<file path="src/rtl/cms_trace_receiver_if.sv">
`default_nettype none
// ============================================================================
//  Module      : cms_trace_receiver_if
//  Description : AXI-Stream bundle (tvalid/tready/tdata/tlast) used for both
//                the wide trace input and the narrow beat output of
//                cms_trace_receiver.
//                master modport : drives tvalid/tdata/tlast, samples tready
//                slave  modport : samples tvalid/tdata/tlast, drives tready
//  Parameters  : DATA_WIDTH - width of tdata
//  Revision    : 1.0 - initial release
// ============================================================================
interface cms_trace_receiver_if #(
    parameter int DATA_WIDTH = 64
) ();
    logic                  tvalid;
    logic                  tready;
    logic [DATA_WIDTH-1:0] tdata;
    logic                  tlast;

    modport master (output tvalid, output tdata, output tlast, input  tready);
    modport slave  (input  tvalid, input  tdata, input  tlast, output tready);
endinterface
`default_nettype wire

</file>
<file path="src/rtl/cms_trace_receiver.sv">
`default_nettype none
// ============================================================================
//  Module      : cms_trace_receiver
//  Description : Consumes wide trace packets from continuous_monitoring_system,
//                decodes PC / instruction / clock delta, accumulates an
//                absolute clock count, checks tlast spacing and re-serialises
//                each packet LSB-first into OUT_WIDTH beats.
//  Ports       : clk, rst          - clock, synchronous active-high reset
//                S_AXIS (slave)    - wide packet input
//                M_AXIS (master)   - narrow beat output
//                tlast_interval    - expected packets per tlast burst (0 = off)
//                pkt_valid         - one-cycle pulse, decoded fields valid
//                pkt_pc/pkt_instr/pkt_clk_delta - decoded fields
//                pkt_clk_abs       - running sum of accepted deltas
//                pkt_count         - packets accepted since reset
//                tlast_error       - sticky tlast-spacing error
//  Config      : CMS_RECEIVER_TLAST_CHECK_EN - when defined, the gap counter
//                and tlast checker are built; otherwise tlast_error is 0 and
//                tlast_interval is ignored.
//  Revision    : 1.0 - initial release
// ============================================================================
module cms_trace_receiver #(
    parameter int AXI_DATA_WIDTH             = 1024,
    parameter int OUT_WIDTH                  = 64,
    parameter int XLEN                       = 64,
    parameter int PC_LOCATION                = 805,
    parameter int CLK_COUNTER_DELTA_LOCATION = 869,
    parameter int CLK_COUNTER_WIDTH          = 64,
    parameter int INSTR_LOCATION             = 933
) (
    input  logic                         clk,
    input  logic                         rst,
    cms_trace_receiver_if.slave          S_AXIS,
    cms_trace_receiver_if.master         M_AXIS,
    input  logic [31:0]                  tlast_interval,
    output logic                         pkt_valid,
    output logic [XLEN-1:0]              pkt_pc,
    output logic [31:0]                  pkt_instr,
    output logic [CLK_COUNTER_WIDTH-1:0] pkt_clk_delta,
    output logic [CLK_COUNTER_WIDTH-1:0] pkt_clk_abs,
    output logic [31:0]                  pkt_count,
    output logic                         tlast_error
);

    localparam int c_N   = AXI_DATA_WIDTH / OUT_WIDTH;
    localparam int c_K_W = (c_N > 1) ? $clog2(c_N) : 1;
    localparam logic [c_K_W-1:0] c_K_LAST = c_K_W'(c_N - 1);

    typedef enum logic [0:0] {
        ST_IDLE      = 1'b0,
        ST_SERIALIZE = 1'b1
    } state_t;

    state_t                         r_state;
    logic [c_K_W-1:0]               r_k;
    logic [AXI_DATA_WIDTH-1:0]      r_hold;
    logic                           r_hold_last;
    logic                           r_pkt_valid;
    logic [XLEN-1:0]                r_pc;
    logic [31:0]                    r_instr;
    logic [CLK_COUNTER_WIDTH-1:0]   r_delta;
    logic [CLK_COUNTER_WIDTH-1:0]   r_clk_abs;
    logic [31:0]                    r_count;

    logic                           w_serializing;
    logic                           w_last_beat;
    logic                           w_m_hs;
    logic                           w_s_tready;
    logic                           w_accept;
    logic [CLK_COUNTER_WIDTH-1:0]   w_in_delta;
    logic [OUT_WIDTH-1:0]           w_beats [c_N];

    // Held word viewed as an array of output beats, beat 0 = least significant.
    for (genvar gi = 0; gi < c_N; gi++) begin : g_beats
        assign w_beats[gi] = r_hold[gi*OUT_WIDTH +: OUT_WIDTH];
    end

    assign w_serializing = (r_state == ST_SERIALIZE);
    assign w_last_beat   = w_serializing && (r_k == c_K_LAST);
    assign w_m_hs        = w_serializing && M_AXIS.tready;
    // A new packet may be taken on the very cycle the last beat leaves, which
    // gives gap-free back-to-back packets.
    assign w_s_tready    = (r_state == ST_IDLE) || (w_last_beat && M_AXIS.tready);
    assign w_accept      = S_AXIS.tvalid && w_s_tready;
    assign w_in_delta    = S_AXIS.tdata[CLK_COUNTER_DELTA_LOCATION +: CLK_COUNTER_WIDTH];

    assign S_AXIS.tready = w_s_tready;
    assign M_AXIS.tvalid = w_serializing;
    assign M_AXIS.tdata  = w_beats[r_k];
    assign M_AXIS.tlast  = r_hold_last && w_last_beat;

    always_ff @(posedge clk) begin
        if (rst) begin
            r_state     <= ST_IDLE;
            r_k         <= '0;
            r_hold      <= '0;
            r_hold_last <= 1'b0;
            r_pkt_valid <= 1'b0;
            r_pc        <= '0;
            r_instr     <= '0;
            r_delta     <= '0;
            r_clk_abs   <= '0;
            r_count     <= '0;
        end else begin
            r_pkt_valid <= w_accept;
            if (w_accept) begin
                r_hold      <= S_AXIS.tdata;
                r_hold_last <= S_AXIS.tlast;
                r_k         <= '0;
                r_state     <= ST_SERIALIZE;
                r_pc        <= S_AXIS.tdata[PC_LOCATION +: XLEN];
                r_instr     <= S_AXIS.tdata[INSTR_LOCATION +: 32];
                r_delta     <= w_in_delta;
                r_clk_abs   <= r_clk_abs + w_in_delta;
                r_count     <= r_count + 32'd1;
            end else if (w_m_hs) begin
                if (w_last_beat) begin
                    r_state <= ST_IDLE;
                    r_k     <= '0;
                end else begin
                    r_k     <= r_k + c_K_W'(1);
                end
            end
        end
    end

`ifdef CMS_RECEIVER_TLAST_CHECK_EN
    logic [31:0] r_gap;
    logic        r_tlast_error;
    logic [31:0] w_gap_next;

    assign w_gap_next = r_gap + 32'd1;

    // r_gap counts packets since the last tlast; the packet being accepted is
    // packet number w_gap_next of the current burst.
    always_ff @(posedge clk) begin
        if (rst) begin
            r_gap         <= '0;
            r_tlast_error <= 1'b0;
        end else if (w_accept) begin
            if (S_AXIS.tlast) begin
                r_gap <= '0;
                if ((tlast_interval != 32'd0) && (w_gap_next != tlast_interval))
                    r_tlast_error <= 1'b1;
            end else begin
                r_gap <= w_gap_next;
                if ((tlast_interval != 32'd0) && (w_gap_next == tlast_interval))
                    r_tlast_error <= 1'b1;
            end
        end
    end

    assign tlast_error = r_tlast_error;
`else
    logic w_unused_tlast_interval;
    assign w_unused_tlast_interval = ^tlast_interval;
    assign tlast_error = 1'b0;
`endif

    assign pkt_valid     = r_pkt_valid;
    assign pkt_pc        = r_pc;
    assign pkt_instr     = r_instr;
    assign pkt_clk_delta = r_delta;
    assign pkt_clk_abs   = r_clk_abs;
    assign pkt_count     = r_count;

endmodule
`default_nettype wire

</file>
<file path="src/flat_wrapper.sv">
// flat-port wrapper written by rule: the top's interface ports become plain ports
module cms_trace_receiver_flat 
#(
    parameter int AXI_DATA_WIDTH             = 1024,
    parameter int OUT_WIDTH                  = 64,
    parameter int XLEN                       = 64,
    parameter int PC_LOCATION                = 805,
    parameter int CLK_COUNTER_DELTA_LOCATION = 869,
    parameter int CLK_COUNTER_WIDTH          = 64,
    parameter int INSTR_LOCATION             = 933
)
  (clk, rst, tlast_interval, pkt_valid, pkt_pc, pkt_instr, pkt_clk_delta, pkt_clk_abs, pkt_count, tlast_error, S_AXIS_tvalid, S_AXIS_tdata, S_AXIS_tlast, S_AXIS_tready, M_AXIS_tvalid, M_AXIS_tdata, M_AXIS_tlast, M_AXIS_tready);
  cms_trace_receiver_if #(.DATA_WIDTH((1024))) S_AXIS_i ();
  cms_trace_receiver_if #(.DATA_WIDTH((64))) M_AXIS_i ();
  input  logic clk;
  input  logic rst;
  input  logic [31:0] tlast_interval;
  output logic pkt_valid;
  output logic [XLEN-1:0] pkt_pc;
  output logic [31:0] pkt_instr;
  output logic [CLK_COUNTER_WIDTH-1:0] pkt_clk_delta;
  output logic [CLK_COUNTER_WIDTH-1:0] pkt_clk_abs;
  output logic [31:0] pkt_count;
  output logic tlast_error;
  input wire logic [$bits(S_AXIS_i.tvalid)-1:0] S_AXIS_tvalid;
  input wire logic [$bits(S_AXIS_i.tdata)-1:0] S_AXIS_tdata;
  input wire logic [$bits(S_AXIS_i.tlast)-1:0] S_AXIS_tlast;
  output wire logic [$bits(S_AXIS_i.tready)-1:0] S_AXIS_tready;
  output wire logic [$bits(M_AXIS_i.tvalid)-1:0] M_AXIS_tvalid;
  output wire logic [$bits(M_AXIS_i.tdata)-1:0] M_AXIS_tdata;
  output wire logic [$bits(M_AXIS_i.tlast)-1:0] M_AXIS_tlast;
  input wire logic [$bits(M_AXIS_i.tready)-1:0] M_AXIS_tready;
  assign S_AXIS_i.tvalid = S_AXIS_tvalid;
  assign S_AXIS_i.tdata = S_AXIS_tdata;
  assign S_AXIS_i.tlast = S_AXIS_tlast;
  assign S_AXIS_tready = S_AXIS_i.tready;
  assign M_AXIS_tvalid = M_AXIS_i.tvalid;
  assign M_AXIS_tdata = M_AXIS_i.tdata;
  assign M_AXIS_tlast = M_AXIS_i.tlast;
  assign M_AXIS_i.tready = M_AXIS_tready;
  cms_trace_receiver #(.AXI_DATA_WIDTH(AXI_DATA_WIDTH), .OUT_WIDTH(OUT_WIDTH), .XLEN(XLEN), .PC_LOCATION(PC_LOCATION), .CLK_COUNTER_DELTA_LOCATION(CLK_COUNTER_DELTA_LOCATION), .CLK_COUNTER_WIDTH(CLK_COUNTER_WIDTH), .INSTR_LOCATION(INSTR_LOCATION)) u_core (.clk(clk), .rst(rst), .S_AXIS(S_AXIS_i), .M_AXIS(M_AXIS_i), .tlast_interval(tlast_interval), .pkt_valid(pkt_valid), .pkt_pc(pkt_pc), .pkt_instr(pkt_instr), .pkt_clk_delta(pkt_clk_delta), .pkt_clk_abs(pkt_clk_abs), .pkt_count(pkt_count), .tlast_error(tlast_error));
endmodule
</file>
<file path="config.mk">
export PLATFORM = sky130hd
export DESIGN_NAME = cms_trace_receiver_flat
export DESIGN_NICKNAME = d
export VERILOG_FILES = /design/src/rtl/cms_trace_receiver_if.sv /design/src/rtl/cms_trace_receiver.sv /design/src/flat_wrapper.sv
export SDC_FILE = /design/constraint.sdc
export NUM_CORES = 2
export LEC_CHECK = 0
export CORE_AREA = 2 2 543 545
export CTS_BUF_LIST = sky130_fd_sc_hd__clkbuf_8
export DETAILED_ROUTE_END_ITERATION = 6
export DIE_AREA = 0 0 545 547
export GPL_TIMING_DRIVEN = 0
export PLACE_DENSITY = 0.39
export SLEW_MARGIN = 20
export SYNTH_ARGS = -nofsm -noshare
export SYNTH_HDL_FRONTEND = slang
export SYNTH_SLANG_ARGS = --single-unit
</file>
<file path="constraint.sdc">
create_clock -name clk -period 3.32 [get_ports clk]
set_clock_uncertainty 0.15 [all_clocks]
set_input_delay 0.498 -clock clk [delete_from_list [all_inputs] [get_ports clk]]
set_output_delay 0.498 -clock clk [all_outputs]
set_load 0.02 [all_outputs]
</file>
==> reports/results.tsv <==
stage	metric	value	unit
synthesis	unique cell type count in the Yosys netlist	79	
place	post-placement setup slack	-2.09	ns
place	routability congestion estimate	0.913	
status	failing checks	negative setup slack	
global_route	leftover overflow at the end of global routing	0	
critical_path	worst-path cell with the longest stage delay	sky130_fd_sc_hd__mux4_2	
synthesis	flop and latch count out of synthesis	1127	
clocking	number of clock buffers inserted by TritonCTS	232	
global_route	maximum number of pins on one net before global-route repair	18	
pwr	VDD IR-drop max	288	µV
drt	WL per Instance	31.1	µm
drt	remaining number of nets flagged by the antenna check after routing	0	
critical_path	WP data arrival	3.56	ns
global_route	initial antenna violation count	128	
floorplan	initial cell density of the core	17.4	%
floorplan	Vert. Die Dim	547	µm
clocking	clock tree from TritonCTS	built	
synthesis	mapped cell area	50800	µm²
floorplan	Core Footprint	293000	µm²
drt	wire length after detailed routing	395000	µm
place	placed instance count	11300	
flow_run	number of max-capacitance violations reported	0	
timing	share of the cycle needed by the critical path after routing	127	%
place	number of buffers added on ports	1352	
critical_path	largest incremental delay on the critical path	0.59	ns
timing	final critical-path setup slack	-0.889	ns
floorplan	count of pins on the block boundary	1386	
synthesis	Primary FF master, synth	sky130_fd_sc_hd__dfxtp_1	
final_layout	signed area change from the synthesized netlist to the final layout	70.6	%
min_path	class of the most critical hold timing path	in2reg	
synthesis	number of flops mapped to enable cells by yosys	0	
pwr	Leak Pwr	32.4	nW
global_route	wire length of the first global-routing pass	510000	µm
synthesis	synthesized instance count	5957	
final_layout	multi-input gate area in the final layout	25900	µm²
final_layout	share of final-layout standard cells stronger than drive strength 1	16.3	%
clocking	Worst-Skew Late Latency	0.94	ns
min_path	Worst Min Path Start	S_AXIS_tdata[357]	
drt	via total after detailed routing	56800	
timing	final number of setup-violating endpoints	83	
critical_path	crit-path cells	clkbuf_16 > buf_16 > clkbuf_16 > buf_16 > buf_12 > buf_16 > mux4_2 > mux4_2 > buf_6	
critical_path	WS Path Type	reg2out	
floorplan	die outline area	298000	µm²
status	status	complete, but fails checks	
critical_path	FF-to-FF Start	u_core.pkt_clk_abs[0]	
final_layout	total area of sequential cells	22600	µm²
critical_path	critical-path maximum fanout	8	
critical_path	CP dominant cell by count	sky130_fd_sc_hd__buf_16	
floorplan	floorplan die width	545	µm
timing	Worst Tran Pin Value	1.15	ns
drt	Detailed Route Iter0 Violations	4429	
clocking	CTS HTree Levels	4	
final_layout	Post-Layout Cell Count	12700	
global_route	GRT Overall Usage	25.4	%
global_route	via count of the first global-routing pass	58300	
place	HPWL after detailed placement	328000	µm
timing	maximum operating frequency	238	MHz
timing	final number of max-transition violations	0	
synthesis	number of synthesis warnings	0	
drt	vias per inst	4.48	
final_layout	Nets	9684	
clocking	clock tree buffer depth	4	
final_layout	number of filler instances in the final layout	31200	
synthesis	average cell area after synthesis	8.53	µm²
critical_path	critical path launch point	u_core.r_k[0]	
pwr	Pwr Density	452	nW/µm²
critical_path	Worst Setup End Kind	output pin	
drt	count of TritonRoute iterations in the first routing pass	6	
timing	minimum period implied by the final worst setup slack	4.21	ns
timing	slew margin rel.	23.5	%
critical_path	Setup crit start kind	flop	
clocking	CTS sink cnt	1127	
critical_path	setup slack of the most critical reg-to-reg path	-0.25	ns
synthesis	Post-synth ARST share	0	%
timing	final number of hold-violating endpoints	0	
floorplan	floorplan row count	199	
clocking	Root Buffer Master	sky130_fd_sc_hd__clkbuf_8	
synthesis	post-synth net total	7084	
timing	setup repair after global routing missed its margin	yes	
clocking	clock transition at the register clock pins on the worst setup and hold paths after CTS	0.06	ns
critical_path	required time at the worst-slack endpoint	2.67	ns
drt	DRC violations left	0	
synthesis	proportion of synthesized chip area in sequential cells	44.4	%
==> routing by layer <==
metal  GRT usage, %  part of all wire [%]
met1           29.9                    40
met2           43.7                    48
met3           6.45                   7.9
met4           10.1                   4.4
met5              0                  0.12
==> path summary, 6_finish.rpt <==
kind	cells after the start	to
worst max register to register	13	u_core.pkt_clk_abs[62]
worst max-delay path	9	M_AXIS_tdata[16]
worst min register to register	2	u_core.r_hold[228]
worst min-delay path	3	u_core.r_hold[357]
==> kinds of logic (layout without fill, tap and decap cells) <==
family                   Yosys count  in the layout  share of synthesized area [%]
AO/OA/AOI/OAI                   1325           1325                           13.9
XOR/XNOR                          80             80                           1.38
adder cells (fa/ha/maj)           66             66                           1.64
buffers and inverters            634           3402                           6.03
flip-flops                      1127           1127                           44.4
multiplexers                     323            323                           14.2
other                              1             46                        0.00738
AND/OR/NAND/NOR                 2401           2401                           18.4
==> layout by cell type (no fill, tap or decap), drive strengths merged, types with 37 or more instances in the layout <==
master         synthesis  final
a21oi               1140   1140
buf                  197    398
clkbuf               422    700
clkdlybuf4s50          0   1285
dfxtp               1127   1127
diode                  0     45
dlygate4sd3            0    885
ha                    65     65
inv                   13     99
mux4                 320    320
nand2               2193   2193
nor2                  80     80
o21ai                 51     51
xnor2                 37     37
xor2                  43     43
==> layout make-up <==
cell class	instances	area share (%)
diodes	45	0.130
multi-input cells	4196	29.9
plain buffers	607	4.53
well taps	3919	5.66
clock inverters	113	0.734
inverters	13	0.0563
clock buffers	289	4.59
repair buffers	2380	28.3
flip-flops and latches	1127	26.1
==> power breakdown <==
| part | switching [mW] | internal, mW | leakage [nW] | total [mW] |
|---|---|---|---|---|
| logic | 4.92 | 4.12 | 20.4 | 9.03 |
| registers | 0.686 | 14.3 | 9.26 | 15.0 |
| clock network | 7.03 | 8.15 | 2.68 | 15.2 |
| total | 12.6 | 26.6 | 32.4 | 39.2 |
==> Yosys cell counts (32+ instances only) <==
cell type,instances,area (µm²)
sky130_fd_sc_hd__mux4_2,320,7210
sky130_fd_sc_hd__dfxtp_1,1127,22600
sky130_fd_sc_hd__ha_1,65,813
sky130_fd_sc_hd__buf_4,162,1220
sky130_fd_sc_hd__xor2_1,43,377
sky130_fd_sc_hd__nand2_1,2190,8220
sky130_fd_sc_hd__xnor2_1,37,324
sky130_fd_sc_hd__a21o_1,35,263
sky130_fd_sc_hd__o21ai_0,49,245
sky130_fd_sc_hd__clkbuf_1,417,1570
sky130_fd_sc_hd__buf_1,32,120
sky130_fd_sc_hd__nor2_1,79,297
sky130_fd_sc_hd__a21oi_1,1140,5710
==> state kept, by name, indices dropped and copies added, names as in the netlist, 4 cells and up <==
signal,cells
u_core.r_hold,867
u_core.pkt_clk_abs,64
u_core.pkt_clk_delta,63
u_core.pkt_pc,63
u_core.pkt_count,32
u_core.pkt_instr,31
u_core.r_k,4
==> per-stage QoR <==
step	power [mW]	utilization, %	TNS [ns]	hold WS, ns	area, µm²
global placement	22.8	23.7	-2762.33	0.288	69300
CTS	39.5	29.4	-62.15	0.00284	86100
detailed placement	22.9	24.0	-1401.23	0.293	70300
finish	39.2	29.6	-52.16	0.112	86700
global route	40.6	29.6	-59.70	0.0152	86600
floorplan	18.2	-	0	0.282	50900
==> repair_timing <==
action | 4_1_cts | 5_1_grt
hold endpoints to repair | 885 | 0
buffers inserted | 72 | 29
hold buffers | 885 | 0
endpoints found under the setup margin | 1209 | 453
cloned | 6 | 5
gates resized for setup | 914 | 140
pin swaps | 33 | 28
==> critical path: cells and delay by family, from the launching register on <==
kind / cells / cell delay (ns)
multiplexers: 2 / 1.11
buffers and inverters: 7 / 1.07
flip-flops: 1 / 0.34
Power figures use the tool's default switching activity.
